--- src/rtl/piso_pkg.sv ---
// piso_pkg: shared types and helpers for the piso_tx parallel-in/serial-out transmitter.
//   piso_state_e : FSM state encoding (ST_PARITY is only reached when PISO_PARITY_EN is defined)
//   cnt_width()  : chunk-counter width for a given chunk count (never below 1 bit)
package piso_pkg;

    typedef enum logic [1:0] {
        ST_IDLE,
        ST_SHIFT,
        ST_PARITY
    } piso_state_e;

    function automatic int unsigned cnt_width(input int unsigned chunks);
        return (chunks > 1) ? $clog2(chunks) : 1;
    endfunction

endpackage

--- src/rtl/piso_tx_if.sv ---
// piso_tx_if: handshake bundle between a parallel word source, piso_tx and a serial sink.
//   i_valid / o_ready / i_data : parallel word side (source -> piso_tx)
//   o_valid / i_ready / o_data : serial chunk side (piso_tx -> sink), o_data LSB-first
//   o_last                     : current chunk closes its word
//   o_idle                     : transmitter holds no pending data
// Modports: slave = piso_tx view, master = environment view.
interface piso_tx_if #(
    parameter int unsigned SIZE_DATA_IN  = 8,
    parameter int unsigned SIZE_DATA_OUT = 1
);

    logic                     i_valid;
    logic                     o_ready;
    logic [SIZE_DATA_IN-1:0]  i_data;
    logic                     o_valid;
    logic                     i_ready;
    logic [SIZE_DATA_OUT-1:0] o_data;
    logic                     o_last;
    logic                     o_idle;

    modport slave (
        input  i_valid, i_data, i_ready,
        output o_ready, o_valid, o_data, o_last, o_idle
    );

    modport master (
        output i_valid, i_data, i_ready,
        input  o_ready, o_valid, o_data, o_last, o_idle
    );

endinterface

--- src/rtl/piso_hold_buf.sv ---
// piso_hold_buf: one-entry word buffer that lets piso_tx accept the next word while the
// current one is still being shifted out.
//   i_clk, i_rst : clock, synchronous active-high reset
//   i_load       : capture i_data (caller only loads when empty)
//   i_pop        : release the held word (caller only pops when full)
//   o_full       : a word is held
//   o_data       : held word
module piso_hold_buf #(
    parameter int unsigned WIDTH = 8
) (
    input  logic             i_clk,
    input  logic             i_rst,
    input  logic             i_load,
    input  logic [WIDTH-1:0] i_data,
    input  logic             i_pop,
    output logic             o_full,
    output logic [WIDTH-1:0] o_data
);

    logic             full_q;
    logic [WIDTH-1:0] data_q;

    always_ff @(posedge i_clk) begin
        if (i_rst) begin
            full_q <= 1'b0;
            data_q <= '0;
        end else if (i_load) begin
            full_q <= 1'b1;
            data_q <= i_data;
        end else if (i_pop) begin
            full_q <= 1'b0;
        end
    end

    assign o_full = full_q;
    assign o_data = data_q;

endmodule

--- src/rtl/piso_tx.sv ---
// piso_tx: parallel-in/serial-out transmitter. Accepts SIZE_DATA_IN-bit words on a valid/ready
// handshake and emits them LSB-first as SIZE_DATA_OUT-bit chunks on a valid/ready stream.
// SIZE_DATA_IN must be an integer multiple of SIZE_DATA_OUT.
//   i_clk, i_rst : clock, synchronous active-high reset
//   bus          : piso_tx_if.slave (word input, chunk output, o_last, o_idle)
// Build option: define PISO_PARITY_EN to append one even-parity chunk (bit0 = XOR of the word,
// upper bits 0) after the data chunks of every word; o_last then marks that parity chunk.
module piso_tx
    import piso_pkg::*;
#(
    parameter int unsigned SIZE_DATA_IN  = 8,
    parameter int unsigned SIZE_DATA_OUT = 1
) (
    input  logic     i_clk,
    input  logic     i_rst,
    piso_tx_if.slave bus
);

    localparam int unsigned      CHUNKS   = SIZE_DATA_IN / SIZE_DATA_OUT;
    localparam int unsigned      CNT_W    = cnt_width(CHUNKS);
    localparam logic [CNT_W-1:0] CNT_LAST = CNT_W'(CHUNKS - 1);
`ifdef PISO_PARITY_EN
    localparam logic             LAST_ON_LOAD = 1'b0;
`else
    // A single-chunk word is its own last chunk.
    localparam logic             LAST_ON_LOAD = (CHUNKS == 1);
`endif

    piso_state_e             state_q;
    logic [SIZE_DATA_IN-1:0] shift_q;
    logic [CNT_W-1:0]        cnt_q;
    logic [CNT_W-1:0]        cnt_nxt;
    logic                    valid_q;
    logic                    last_q;
`ifdef PISO_PARITY_EN
    logic                    parity_q;
`endif

    logic                    buf_full;
    logic [SIZE_DATA_IN-1:0] buf_data;
    logic                    ready;
    logic                    accept;
    logic                    xfer;
    logic                    word_done;
    logic                    buf_load;
    logic                    buf_pop;
    logic                    load_next;
    logic [SIZE_DATA_IN-1:0] next_word;

    always_comb begin
        ready     = !i_rst && !buf_full;
        accept    = bus.i_valid && ready;
        xfer      = valid_q && bus.i_ready;
        word_done = xfer && last_q;
        // The buffer feeds the shifter first; o_ready is low while it is full, so a pop
        // never coincides with an accept.
        buf_pop   = word_done && buf_full;
        // An accept bypasses the buffer when the shifter is free now or frees up this edge.
        buf_load  = accept && (state_q != ST_IDLE) && !word_done;
        load_next = buf_pop || (accept && ((state_q == ST_IDLE) || word_done));
        next_word = buf_full ? buf_data : bus.i_data;
        cnt_nxt   = cnt_q + CNT_W'(1);
    end

    piso_hold_buf #(
        .WIDTH (SIZE_DATA_IN)
    ) u_hold_buf (
        .i_clk  (i_clk),
        .i_rst  (i_rst),
        .i_load (buf_load),
        .i_data (bus.i_data),
        .i_pop  (buf_pop),
        .o_full (buf_full),
        .o_data (buf_data)
    );

    always_ff @(posedge i_clk) begin
        if (i_rst) begin
            state_q  <= ST_IDLE;
            shift_q  <= '0;
            cnt_q    <= '0;
            valid_q  <= 1'b0;
            last_q   <= 1'b0;
`ifdef PISO_PARITY_EN
            parity_q <= 1'b0;
`endif
        end else if (load_next) begin
            state_q  <= ST_SHIFT;
            shift_q  <= next_word;
            cnt_q    <= '0;
            valid_q  <= 1'b1;
            last_q   <= LAST_ON_LOAD;
`ifdef PISO_PARITY_EN
            parity_q <= ^next_word;
`endif
        end else if (word_done) begin
            state_q  <= ST_IDLE;
            shift_q  <= '0;
            cnt_q    <= '0;
            valid_q  <= 1'b0;
            last_q   <= 1'b0;
        end else if (xfer) begin
`ifdef PISO_PARITY_EN
            if (cnt_q == CNT_LAST) begin
                // Final data chunk gone: present the parity chunk next.
                state_q <= ST_PARITY;
                shift_q <= SIZE_DATA_IN'(parity_q);
                last_q  <= 1'b1;
            end else begin
                shift_q <= shift_q >> SIZE_DATA_OUT;
                cnt_q   <= cnt_nxt;
                last_q  <= 1'b0;
            end
`else
            shift_q <= shift_q >> SIZE_DATA_OUT;
            cnt_q   <= cnt_nxt;
            last_q  <= (cnt_nxt == CNT_LAST);
`endif
        end
    end

    assign bus.o_ready = ready;
    assign bus.o_valid = valid_q;
    assign bus.o_data  = shift_q[SIZE_DATA_OUT-1:0];
    assign bus.o_last  = last_q;
    assign bus.o_idle  = (state_q == ST_IDLE);

endmodule

--- src/flat_wrapper.sv ---
// flat-port wrapper written by rule: the top's interface ports become plain ports
module piso_tx_flat import piso_pkg::*;
#(
    parameter int unsigned SIZE_DATA_IN  = 8,
    parameter int unsigned SIZE_DATA_OUT = 1
)
  (i_clk, i_rst, bus_i_valid, bus_i_data, bus_i_ready, bus_o_ready, bus_o_valid, bus_o_data, bus_o_last, bus_o_idle);
  piso_tx_if #(.SIZE_DATA_IN(SIZE_DATA_IN), .SIZE_DATA_OUT(SIZE_DATA_OUT)) bus_i ();
  input  logic i_clk;
  input  logic i_rst;
  input wire logic [$bits(bus_i.i_valid)-1:0] bus_i_valid;
  input wire logic [$bits(bus_i.i_data)-1:0] bus_i_data;
  input wire logic [$bits(bus_i.i_ready)-1:0] bus_i_ready;
  output wire logic [$bits(bus_i.o_ready)-1:0] bus_o_ready;
  output wire logic [$bits(bus_i.o_valid)-1:0] bus_o_valid;
  output wire logic [$bits(bus_i.o_data)-1:0] bus_o_data;
  output wire logic [$bits(bus_i.o_last)-1:0] bus_o_last;
  output wire logic [$bits(bus_i.o_idle)-1:0] bus_o_idle;
  assign bus_i.i_valid = bus_i_valid;
  assign bus_i.i_data = bus_i_data;
  assign bus_i.i_ready = bus_i_ready;
  assign bus_o_ready = bus_i.o_ready;
  assign bus_o_valid = bus_i.o_valid;
  assign bus_o_data = bus_i.o_data;
  assign bus_o_last = bus_i.o_last;
  assign bus_o_idle = bus_i.o_idle;
  piso_tx #(.SIZE_DATA_IN(SIZE_DATA_IN), .SIZE_DATA_OUT(SIZE_DATA_OUT)) u_core (.i_clk(i_clk), .i_rst(i_rst), .bus(bus_i));
endmodule
--- config.mk ---
export PLATFORM = sky130hd
export DESIGN_NAME = piso_tx_flat
export DESIGN_NICKNAME = d
export VERILOG_FILES = /design/src/rtl/piso_pkg.sv /design/src/rtl/piso_tx_if.sv /design/src/rtl/piso_hold_buf.sv /design/src/rtl/piso_tx.sv /design/src/flat_wrapper.sv
export SDC_FILE = /design/constraint.sdc
export NUM_CORES = 1
export LEC_CHECK = 0
export CORE_UTILIZATION = 53
export DETAILED_ROUTE_END_ITERATION = 6
export PLACE_DENSITY = 0.85
export REMOVE_ABC_BUFFERS = 1
export SLEW_MARGIN = 20
export SYNTH_ARGS = -nofsm -noshare
export SYNTH_HDL_FRONTEND = slang
export SYNTH_SLANG_ARGS = --single-unit
--- constraint.sdc ---
create_clock -name i_clk -period 2.1 [get_ports i_clk]
set_clock_uncertainty 0.2 [all_clocks]
set_input_delay 0.315 -clock i_clk [delete_from_list [all_inputs] [get_ports i_clk]]
set_output_delay 0.315 -clock i_clk [all_outputs]
set_load 0.05 [all_outputs]
==> results.json, run 1 <==
{
  "dr.pass1.iters": 4,
  "arrival_ns": 1.48,
  "crit_path_end_kind": "output port",
  "crit_family": "buffers and inverters",
  "startpoint_type": "flop",
  "dieArea_um2": 2500,
  "insertion_delay_ns": 0.31,
  "clkPwrFrac": 0.269,
  "num_rows": 17,
  "p_leak_nw": 0.552,
  "slew_viol_final": 0,
  "dpl_cell_area_um2": 1440,
  "hold_buffers": 0,
  "yosysTopAreaCell": "dfxtp_1",
  "clock.fmax_mhz": 502,
  "path_class": "reg2out",
  "timing.final.crit_share": 0.949,
  "path_buf_inv": 1,
  "cts_buffers": 3,
  "outcome": "completed",
  "power_density_nw_per_um2": 598,
  "final_common_cell": "dfxtp_1",
  "post_cts_resized": 0,
  "cts_tree": "built",
  "floorplan.initialDensity": 0.558,
  "finalWorstSetupSlack_ns": 0.107,
  "final_area_um2": 1480,
  "cts_max_path_buffers": 2,
  "ys_seq_area_frac": 0.360,
  "slowest_stage": "clkdlybuf4s50_1",
  "netlist.area_leader.share": 0.360,
  "die_h_um": 50.0,
  "via_count": 1059,
  "drv_cap": 0,
  "drtIter0Drc": 31,
  "postCtsSetupBuffers": 0,
  "synth_seq_cells": 22,
  "rsz0062_at_grt": "false",
  "antennaDiodeCount": 0,
  "swShare": 0.277,
  "cts_num_sinks": 22,
  "path_clk_slew_ns": 0.12,
  "route.detailed.drc": 0,
  "track_usage": 0.222,
  "hold_class": "reg2reg",
  "hold_viol_final": 0,
  "syn_area_per_cell_um2": 8.92,
  "postRouteAntennaNets": 0,
  "grt_max_degree": 23,
  "grt_pass1_wl_mm": 4.20,
  "wl_per_cell_um": 14.5,
  "cts_root_buf": "clkbuf_4",
  "hpwl_mm": 1.88,
  "ys_warn_count": 0,
  "preCtsSetupSlack_ns": 0.0685,
  "drive_above_1_share": 0.227,
  "internal_power_uw": 638,
  "cts.htree.levels": 1,
  "finalSetupViolations": 0,
  "max_stage_delay_ns": 0.81,
  "seq_power_share": 0.510,
  "boundaryPins": 17,
  "antenna_found_initial": 0,
  "synth.distinct_cells": 31,
  "final_util": 0.673,
  "gp_congestion": 0.785,
  "nFillCells": 183,
  "netlist_area_um2": 1220,
  "die_x_um": 50.0,
  "drt_wl_total_mm": 2.63,
  "io_buffers": 16,
  "fin_nets": 169,
  "setup_tns_ns": 0,
  "crit_fanout": 2,
  "core_um2": 2190,
  "fin_hold_ws_ns": 0.291,
  "required_ns": 1.58,
  "relSlewSlack": 0.670,
  "yosys-top-cells-area": "dfxtp_1, a21oi_1, mux2_2, mux2i_1, a21bo_2",
  "min_period_ns": 1.99,
  "p_sw_uw": 245,
  "grt_remaining_overflow": 0,
  "crit_path_cell_trace": "clkdlybuf4s50_1",
  "syn_inst": 137,
  "syn_to_final_growth_pct": 20.7,
  "ir_drop_mv": 0.544,
  "final_cell_mix": "dfxtp_1, a21oi_1, nor2_1, clkdlybuf4s50_1, buf_4",
  "vias_per_cell": 5.82,
  "r2r_slack_ns": 0.42,
  "first_global_vias": 915,
  "combPwrFrac": 0.220,
  "worstMarginPinSlew_ns": 0.494
}
[cell usage after synthesis (all sizes together)]
| cell | number |
|---|---|
| nand4bb | 1 |
| nand4b | 7 |
| nor4bb | 1 |
| xnor2 | 1 |
| dfxtp | 22 |
| a21bo | 7 |
| nand3 | 9 |
| nand2b | 1 |
| nand2 | 3 |
| nor2b | 1 |
| xor2 | 2 |
| and3b | 1 |
| inv | 2 |
| and3 | 1 |
| nor3 | 1 |
| o22ai | 1 |
| mux2 | 8 |
| a311oi | 1 |
| mux2i | 8 |
| nand4 | 1 |
| a31oi | 1 |
| clkbuf | 1 |
| nor2 | 12 |
| ha | 2 |
| a21oi | 19 |
| buf | 12 |
| and2 | 1 |
| o21ai | 10 |
[sequential cells by signal, summed over array words and instances, names as in the netlist]
name	count
u_core.u_hold_buf.o_data	8
u_core.cnt_q	3
u_core.shift_q	8
u_core.bus.o_valid	1
u_core.bus.o_last	1
u_core.u_hold_buf.o_full	1
[cell families (layout without fill, tap and decap cells)]
kind of cell,count (synthesis),after routing,share of synthesized area
AND/OR/NAND/NOR,40,40,0.191
AO/OA/AOI/OAI,39,39,0.205
flip-flops,22,22,0.360
multiplexers,16,16,0.139
buffers and inverters,15,32,0.0624
XOR/XNOR,3,3,0.0215
adder cells (fa/ha/maj),2,2,0.0205
[per-layer routing]
metal / part of all wire / routed length, um / track usage
met1: 0.47 / 1230 / 0.286
met2: 0.49 / 1280 / 0.364
met3: 0.039 / 104 / 0.0463
met4: 0.0080 / 21 / 0.0714
met5: 0 / 0 / 0
[area by class of cell]
class	instances	area (um2)	share of cell area
timing repair buffer	26	250	0.170
clock buffer	4	36.3	0.0246
inverter	2	7.51	0.00509
multi-input combinational	100	706	0.478
sequential	22	440	0.299
tap	28	35.0	0.0237
[power groups by stage]
stage,combinational (mW),sequential [mW],clock [mW]
finish,0.194,0.450,0.238
global route,0.208,0.452,0.255
CTS,0.194,0.450,0.242
detailed placement,0.193,0.459,0
global placement,0.188,0.458,0
floorplan,0.0852,0.476,0
[final timing paths]
path	cells after the start	end	startpoint
min reg2reg	2	u_core.u_hold_buf.o_data[2]$_SDFFE_PP0P_	u_core.u_hold_buf.o_data[2]$_SDFFE_PP0P_
max	1	bus_o_data	u_core.shift_q[0]$_SDFFE_PP0P_
max reg2reg	3	u_core.shift_q[2]$_SDFFE_PP0P_	u_core.bus.o_valid$_SDFFE_PP0P_
min	2	u_core.u_hold_buf.o_data[2]$_SDFFE_PP0P_	u_core.u_hold_buf.o_data[2]$_SDFFE_PP0P_
[through the flow]
stage	instances	power, mW
after detailed placement	178	0.652
after floorplan	124	0.562
after global routing	182	0.915
after CTS	182	0.885
final	182	0.882
after global placement	178	0.645
(Power assumes the default switching activity.)
==> run 2: changes to the inputs <==
--- a/config.mk
+++ b/config.mk
@@ -8,6 +8,7 @@
 export CORE_UTILIZATION = 53
 export DETAILED_ROUTE_END_ITERATION = 6
 export PLACE_DENSITY = 0.85
+export RECOVER_POWER = 25
 export REMOVE_ABC_BUFFERS = 1
 export SLEW_MARGIN = 20
 export SYNTH_ARGS = -nofsm -noshare
==> run 2 against run 1 <==
Net effect: clock-buffer cell count is the same; total power shrank 0.37%; routed wire length shrank 0.53%; global-route usage is the same; worst hold slack lost 0.0015 ns; setup slack lost 0.0021 ns; fmax shrank 0.10%; final area shrank 0.51%; non-clock buffer count is the same; first-iteration DRC count shrank 9.7%; combinational power is essentially flat; cell count is the same; critical path type unchanged; largest cell class unchanged.
==> results.json, run 2 (same netlist as run 1, synthesis figures left out) <==
{
  "grt_pass1_wl_mm": 4.20,
  "crit_family": "buffers and inverters",
  "track_usage": 0.222,
  "outcome": "completed",
  "ir_drop_mv": 0.540,
  "dpl_cell_area_um2": 1440,
  "finalWorstSetupSlack_ns": 0.105,
  "holdCritStartpoint": "u_core.u_hold_buf.o_data[2]$_SDFFE_PP0P_",
  "area.sequential_um2": 440,
  "rsz0062_at_grt": "false",
  "cp.depth": 1,
  "gp_congestion": 0.785,
  "cts_max_path_buffers": 2,
  "multi_input_area_um2": 706,
  "die_h_um": 50.0,
  "crit_fanout": 2,
  "final_common_cell": "dfxtp_1",
  "antennaDiodeCount": 0,
  "dieArea_um2": 2500,
  "min_period_ns": 2.00,
  "drive_above_1_share": 0.214,
  "use_met3": 0.0463,
  "via_count": 1055,
  "post_cts_resized": 0,
  "path_class": "reg2out",
  "r2r_slack_ns": 0.29,
  "timing.final.crit_share": 0.950,
  "boundaryPins": 17,
  "postCtsSetupBuffers": 0,
  "fin_nets": 169,
  "max_stage_delay_ns": 0.81,
  "hold_viol_final": 0,
  "syn_to_final_growth_pct": 20.1,
  "drt_wl_total_mm": 2.62,
  "num_rows": 17,
  "cts_root_buf": "clkbuf_4",
  "finalSetupViolations": 0,
  "timing.rr.start": "u_core.bus.o_valid$_SDFFE_PP0P_",
  "startpoint_type": "flop",
  "use_met1": 0.286,
  "final_util": 0.670,
  "top_usage_layer": "met2",
  "cts.htree.levels": 1,
  "die_x_um": 50.0,
  "hold_buffers": 0,
  "crit_end": "bus_o_data",
  "path_clk_slew_ns": 0.12,
  "insertion_delay_ns": 0.31,
  "core_um2": 2190,
  "power_density_nw_per_um2": 599,
  "postRouteAntennaNets": 0,
  "vias_per_cell": 5.80,
  "timing.rr.end": "u_core.cnt_q[1]$_SDFFE_PP0N_",
  "relSlewSlack": 0.610,
  "worstMarginPinSlew_ns": 0.588,
  "grt_max_degree": 23,
  "drv_cap": 0,
  "dr.pass1.iters": 4,
  "io_buffers": 16,
  "cts_buffers": 3,
  "crit_path_cell_trace": "clkdlybuf4s50_1",
  "hpwl_mm": 1.88,
  "clock.fmax_mhz": 501,
  "required_ns": 1.58,
  "slowest_stage": "clkdlybuf4s50_1",
  "cts_num_sinks": 22,
  "preCtsSetupSlack_ns": 0.0685,
  "ff2ff_path_depth": 3,
  "wl_per_cell_um": 14.4,
  "floorplan.initialDensity": 0.558,
  "crit_path_end_kind": "output port",
  "hold_class": "reg2reg",
  "cp-startpoint": "u_core.shift_q[0]$_SDFFE_PP0P_",
  "final_cell_mix": "dfxtp_1, a21oi_1, nor2_1, clkdlybuf4s50_1",
  "p_leak_nw": 0.543,
  "first_global_vias": 915,
  "antenna_found_initial": 0,
  "nFillCells": 182,
  "grt_remaining_overflow": 0,
  "route.detailed.drc": 0,
  "drtIter0Drc": 28,
  "arrival_ns": 1.48,
  "final_area_um2": 1470,
  "cts_tree": "built",
  "path_buf_inv": 1,
  "met2_usage": 0.364,
  "slew_viol_final": 0
}
[run 2: changes by cell type in the layout (fill, tap and decap cells not counted)]
cell / before / now
o21ai_1: 1 / 0
clkbuf_1: 0 / 2
o21ai_0: 9 / 10
buf_4: 12 / 10
[run 2: worst min path at each step]
stage | cells after the start | end | slack (ns)
after detailed placement | 2 | u_core.u_hold_buf.o_data[2]$_SDFFE_PP0P_ | 0.28
after floorplan | 1 | u_core.bus.o_valid$_SDFFE_PP0P_ | 0.18
final | 2 | u_core.u_hold_buf.o_data[2]$_SDFFE_PP0P_ | 0.29
after global routing | 2 | u_core.u_hold_buf.o_data[3]$_SDFFE_PP0P_ | 0.32
after CTS | 2 | u_core.u_hold_buf.o_data[2]$_SDFFE_PP0P_ | 0.29
after global placement | 2 | u_core.u_hold_buf.o_data[4]$_SDFFE_PP0P_ | 0.26
[run 2: report_power, final]
group	leakage, nW	internal, mW	switching (mW)
clock	0.0210	0.106	0.131
combinational	0.343	0.0933	0.0991
sequential	0.179	0.437	0.0132
[run 2: area by class of cell]
type / count / area share
inverters: 2 / 0.00512
well taps: 28 / 0.0239
flip-flops and latches: 22 / 0.300
repair buffers: 26 / 0.165
multi-input cells: 100 / 0.481
clock buffers: 4 / 0.0247
[run 2: through the flow]
step / setup TNS [ns] / instances / power (mW) / hold WS, ns
6_report: 0 / 182 / 0.879 / 0.290
5_1_grt: 0 / 182 / 0.914 / 0.318
4_1_cts: 0 / 182 / 0.885 / 0.293
3_5_place_dp: 0 / 178 / 0.652 / 0.276
3_3_place_gp: 0 / 178 / 0.645 / 0.263
2_1_floorplan: -2.36 / 124 / 0.562 / 0.184
[run 2: per-layer routing]
layer  routed length, um  vias to the layer above
met5                   0                        -
met4                  21                        0
met3                 112                        2
met2                1280                       31
met1                1200                      496
li1                    -                      526
==> run 3: changes to the inputs <==
--- a/config.mk
+++ b/config.mk
@@ -5,9 +5,10 @@
 export SDC_FILE = /design/constraint.sdc
 export NUM_CORES = 1
 export LEC_CHECK = 0
-export CORE_UTILIZATION = 53
+export CORE_UTILIZATION = 48
 export DETAILED_ROUTE_END_ITERATION = 6
-export PLACE_DENSITY = 0.85
+export GPL_TIMING_DRIVEN = 1
+export PLACE_DENSITY = 0.81
 export RECOVER_POWER = 25
 export REMOVE_ABC_BUFFERS = 1
 export SLEW_MARGIN = 20
==> constraint.sdc (replaced) <==
create_clock -name i_clk -period 1.7 [get_ports i_clk]
set_clock_uncertainty 0.2 [all_clocks]
set_input_delay 0.255 -clock i_clk [delete_from_list [all_inputs] [get_ports i_clk]]
set_output_delay 0.255 -clock i_clk [all_outputs]
set_load 0.05 [all_outputs]
==> run 3 against run 2 <==
Net effect: sequential share of layout area down 1.6 points; largest power group unchanged; critical endpoint is now u_core.shift_q[5]$_SDFFE_PP0P_; sequential cell count unchanged; sequential power up 23%; global-route usage up 0.068 points; clock-buffer cell count down 1; final area up 5.9%; total power up 37%; setup slack worse by 0.096 ns; utilization up 0.66 points.
==> results.json, run 3 (same netlist as run 1, synthesis figures left out) <==
{
  "preCtsSetupSlack_ns": -0.277,
  "crit_fanout": 8,
  "cts_tree": "built",
  "hold_class": "in2reg",
  "die_h_um": 52.5,
  "cp-startpoint": "bus_i_ready",
  "clock.fmax_mhz": 591,
  "cts_buffers": 3,
  "r2r_slack_ns": 0.12,
  "crit_path_end_kind": "flop",
  "vias_per_cell": 5.61,
  "drv_cap": 0,
  "antenna_found_initial": 0,
  "slew_viol_final": 0,
  "timing.rr.end": "u_core.u_hold_buf.o_data[2]$_SDFFE_PP0P_",
  "track_usage": 0.223,
  "area.sequential_um2": 442,
  "cts_root_buf": "clkbuf_4",
  "num_rows": 17,
  "relSlewSlack": 0.769,
  "floorplan.initialDensity": 0.532,
  "cts_max_path_buffers": 2,
  "core_um2": 2300,
  "rsz0062_at_grt": "true",
  "dieArea_um2": 2750,
  "multi_input_area_um2": 708,
  "crit_end": "u_core.shift_q[5]$_SDFFE_PP0P_",
  "grt_remaining_overflow": 0,
  "outcome": "completed",
  "via_count": 1061,
  "route.detailed.drc": 0,
  "grt_pass1_wl_mm": 4.45,
  "antennaDiodeCount": 0,
  "fin_hold_ws_ns": 0.277,
  "die_x_um": 52.5,
  "drtIter0Drc": 25,
  "fin_nets": 176,
  "drt_wl_total_mm": 2.60,
  "wl_per_cell_um": 13.8,
  "timing.rr.start": "u_core.bus.o_valid$_SDFFE_PP0P_",
  "nFillCells": 195,
  "syn_to_final_growth_pct": 27.1,
  "drive_above_1_share": 0.280,
  "required_ns": 1.70,
  "insertion_delay_ns": 0.31,
  "hpwl_mm": 1.98,
  "min_period_ns": 1.69,
  "first_global_vias": 981,
  "postRouteAntennaNets": 0,
  "boundaryPins": 17,
  "ir_drop_mv": 0.662,
  "cts_num_sinks": 22,
  "power_density_nw_per_um2": 773,
  "dr.pass1.iters": 4,
  "hold_buffers": 0,
  "final_cell_mix": "dfxtp_1, a21oi_1, buf_4",
  "finalSetupViolations": 0,
  "final_area_um2": 1550,
  "hold_viol_final": 0,
  "final_common_cell": "dfxtp_1",
  "grt_max_degree": 23,
  "startpoint_type": "input pin",
  "dpl_cell_area_um2": 1500,
  "arrival_ns": 1.69,
  "cts.htree.levels": 1,
  "path_clk_slew_ns": 0.12,
  "timing.final.crit_share": 0.995,
  "finalWorstSetupSlack_ns": 0.00859,
  "path_class": "in2reg",
  "io_buffers": 16,
  "worstMarginPinSlew_ns": 0.341,
  "p_leak_nw": 0.597,
  "gp_congestion": 0.782,
  "ff2ff_path_depth": 5
}
## run 3: layout make-up
class | instances | area share
clock inverters | 1 | 0.0193
flip-flops and latches | 22 | 0.284
clock buffers | 3 | 0.0145
well taps | 28 | 0.0225
inverters | 2 | 0.00483
multi-input cells | 100 | 0.456
repair buffers | 33 | 0.199
## run 3: worst min-delay path by stage
stage                                                   from                                        to  slack (ns)  cells after the start
finish                                                 i_rst           u_core.bus.o_valid$_SDFFE_PP0P_        0.28                      3
global route                                           i_rst           u_core.bus.o_valid$_SDFFE_PP0P_        0.29                      3
CTS                                                    i_rst           u_core.bus.o_valid$_SDFFE_PP0P_        0.26                      3
detailed placement  u_core.u_hold_buf.o_data[5]$_SDFFE_PP0P_  u_core.u_hold_buf.o_data[5]$_SDFFE_PP0P_        0.27                      2
global placement    u_core.u_hold_buf.o_data[4]$_SDFFE_PP0P_  u_core.u_hold_buf.o_data[4]$_SDFFE_PP0P_        0.26                      2
floorplan                                              i_rst           u_core.bus.o_valid$_SDFFE_PP0P_        0.12                      1
## run 3: metal layers
| layer | wire (um) | track usage | share of wire |
|---|---|---|---|
| met1 | 1220 | 0.290 | 0.47 |
| met2 | 1280 | 0.369 | 0.49 |
| met3 | 84 | 0.0348 | 0.032 |
| met4 | 17 | 0.0789 | 0.0065 |
| met5 | 0 | 0 | 0 |
## run 3: worst max-delay path, stage by stage
cell and delay (ns):
dlygate4sd3_1 0.55, and3_4 0.20, o22ai_4 0.30, mux2_2 0.38
## run 3: repair_timing
action | in CTS | in global routing
buffers inserted | 0 | 0
setup endpoints to repair | 1 | 10
cloned | 0 | 0
gates resized for setup | 2 | 1
hold endpoints to repair | 0 | 0
## run 3: metrics by stage
| step | instances | util | TNS [ns] | total power, mW |
|---|---|---|---|---|
| after CTS | 189 | 0.677 | 0 | 1.22 |
| final | 189 | 0.676 | 0 | 1.20 |
| after global placement | 185 | 0.654 | -2.45 | 0.807 |
| after global routing | 189 | 0.676 | -0.267 | 1.26 |
| after floorplan | 124 | - | -9.39 | 0.694 |
| after detailed placement | 185 | 0.654 | -3.70 | 0.816 |
## run 3: power by group
part / internal [mW] / leakage (nW) / total, mW / switching [mW]
combinational: 0.125 / 0.390 / 0.249 / 0.124
clock: 0.238 / 0.0279 / 0.397 / 0.159
sequential: 0.540 / 0.179 / 0.555 / 0.0153
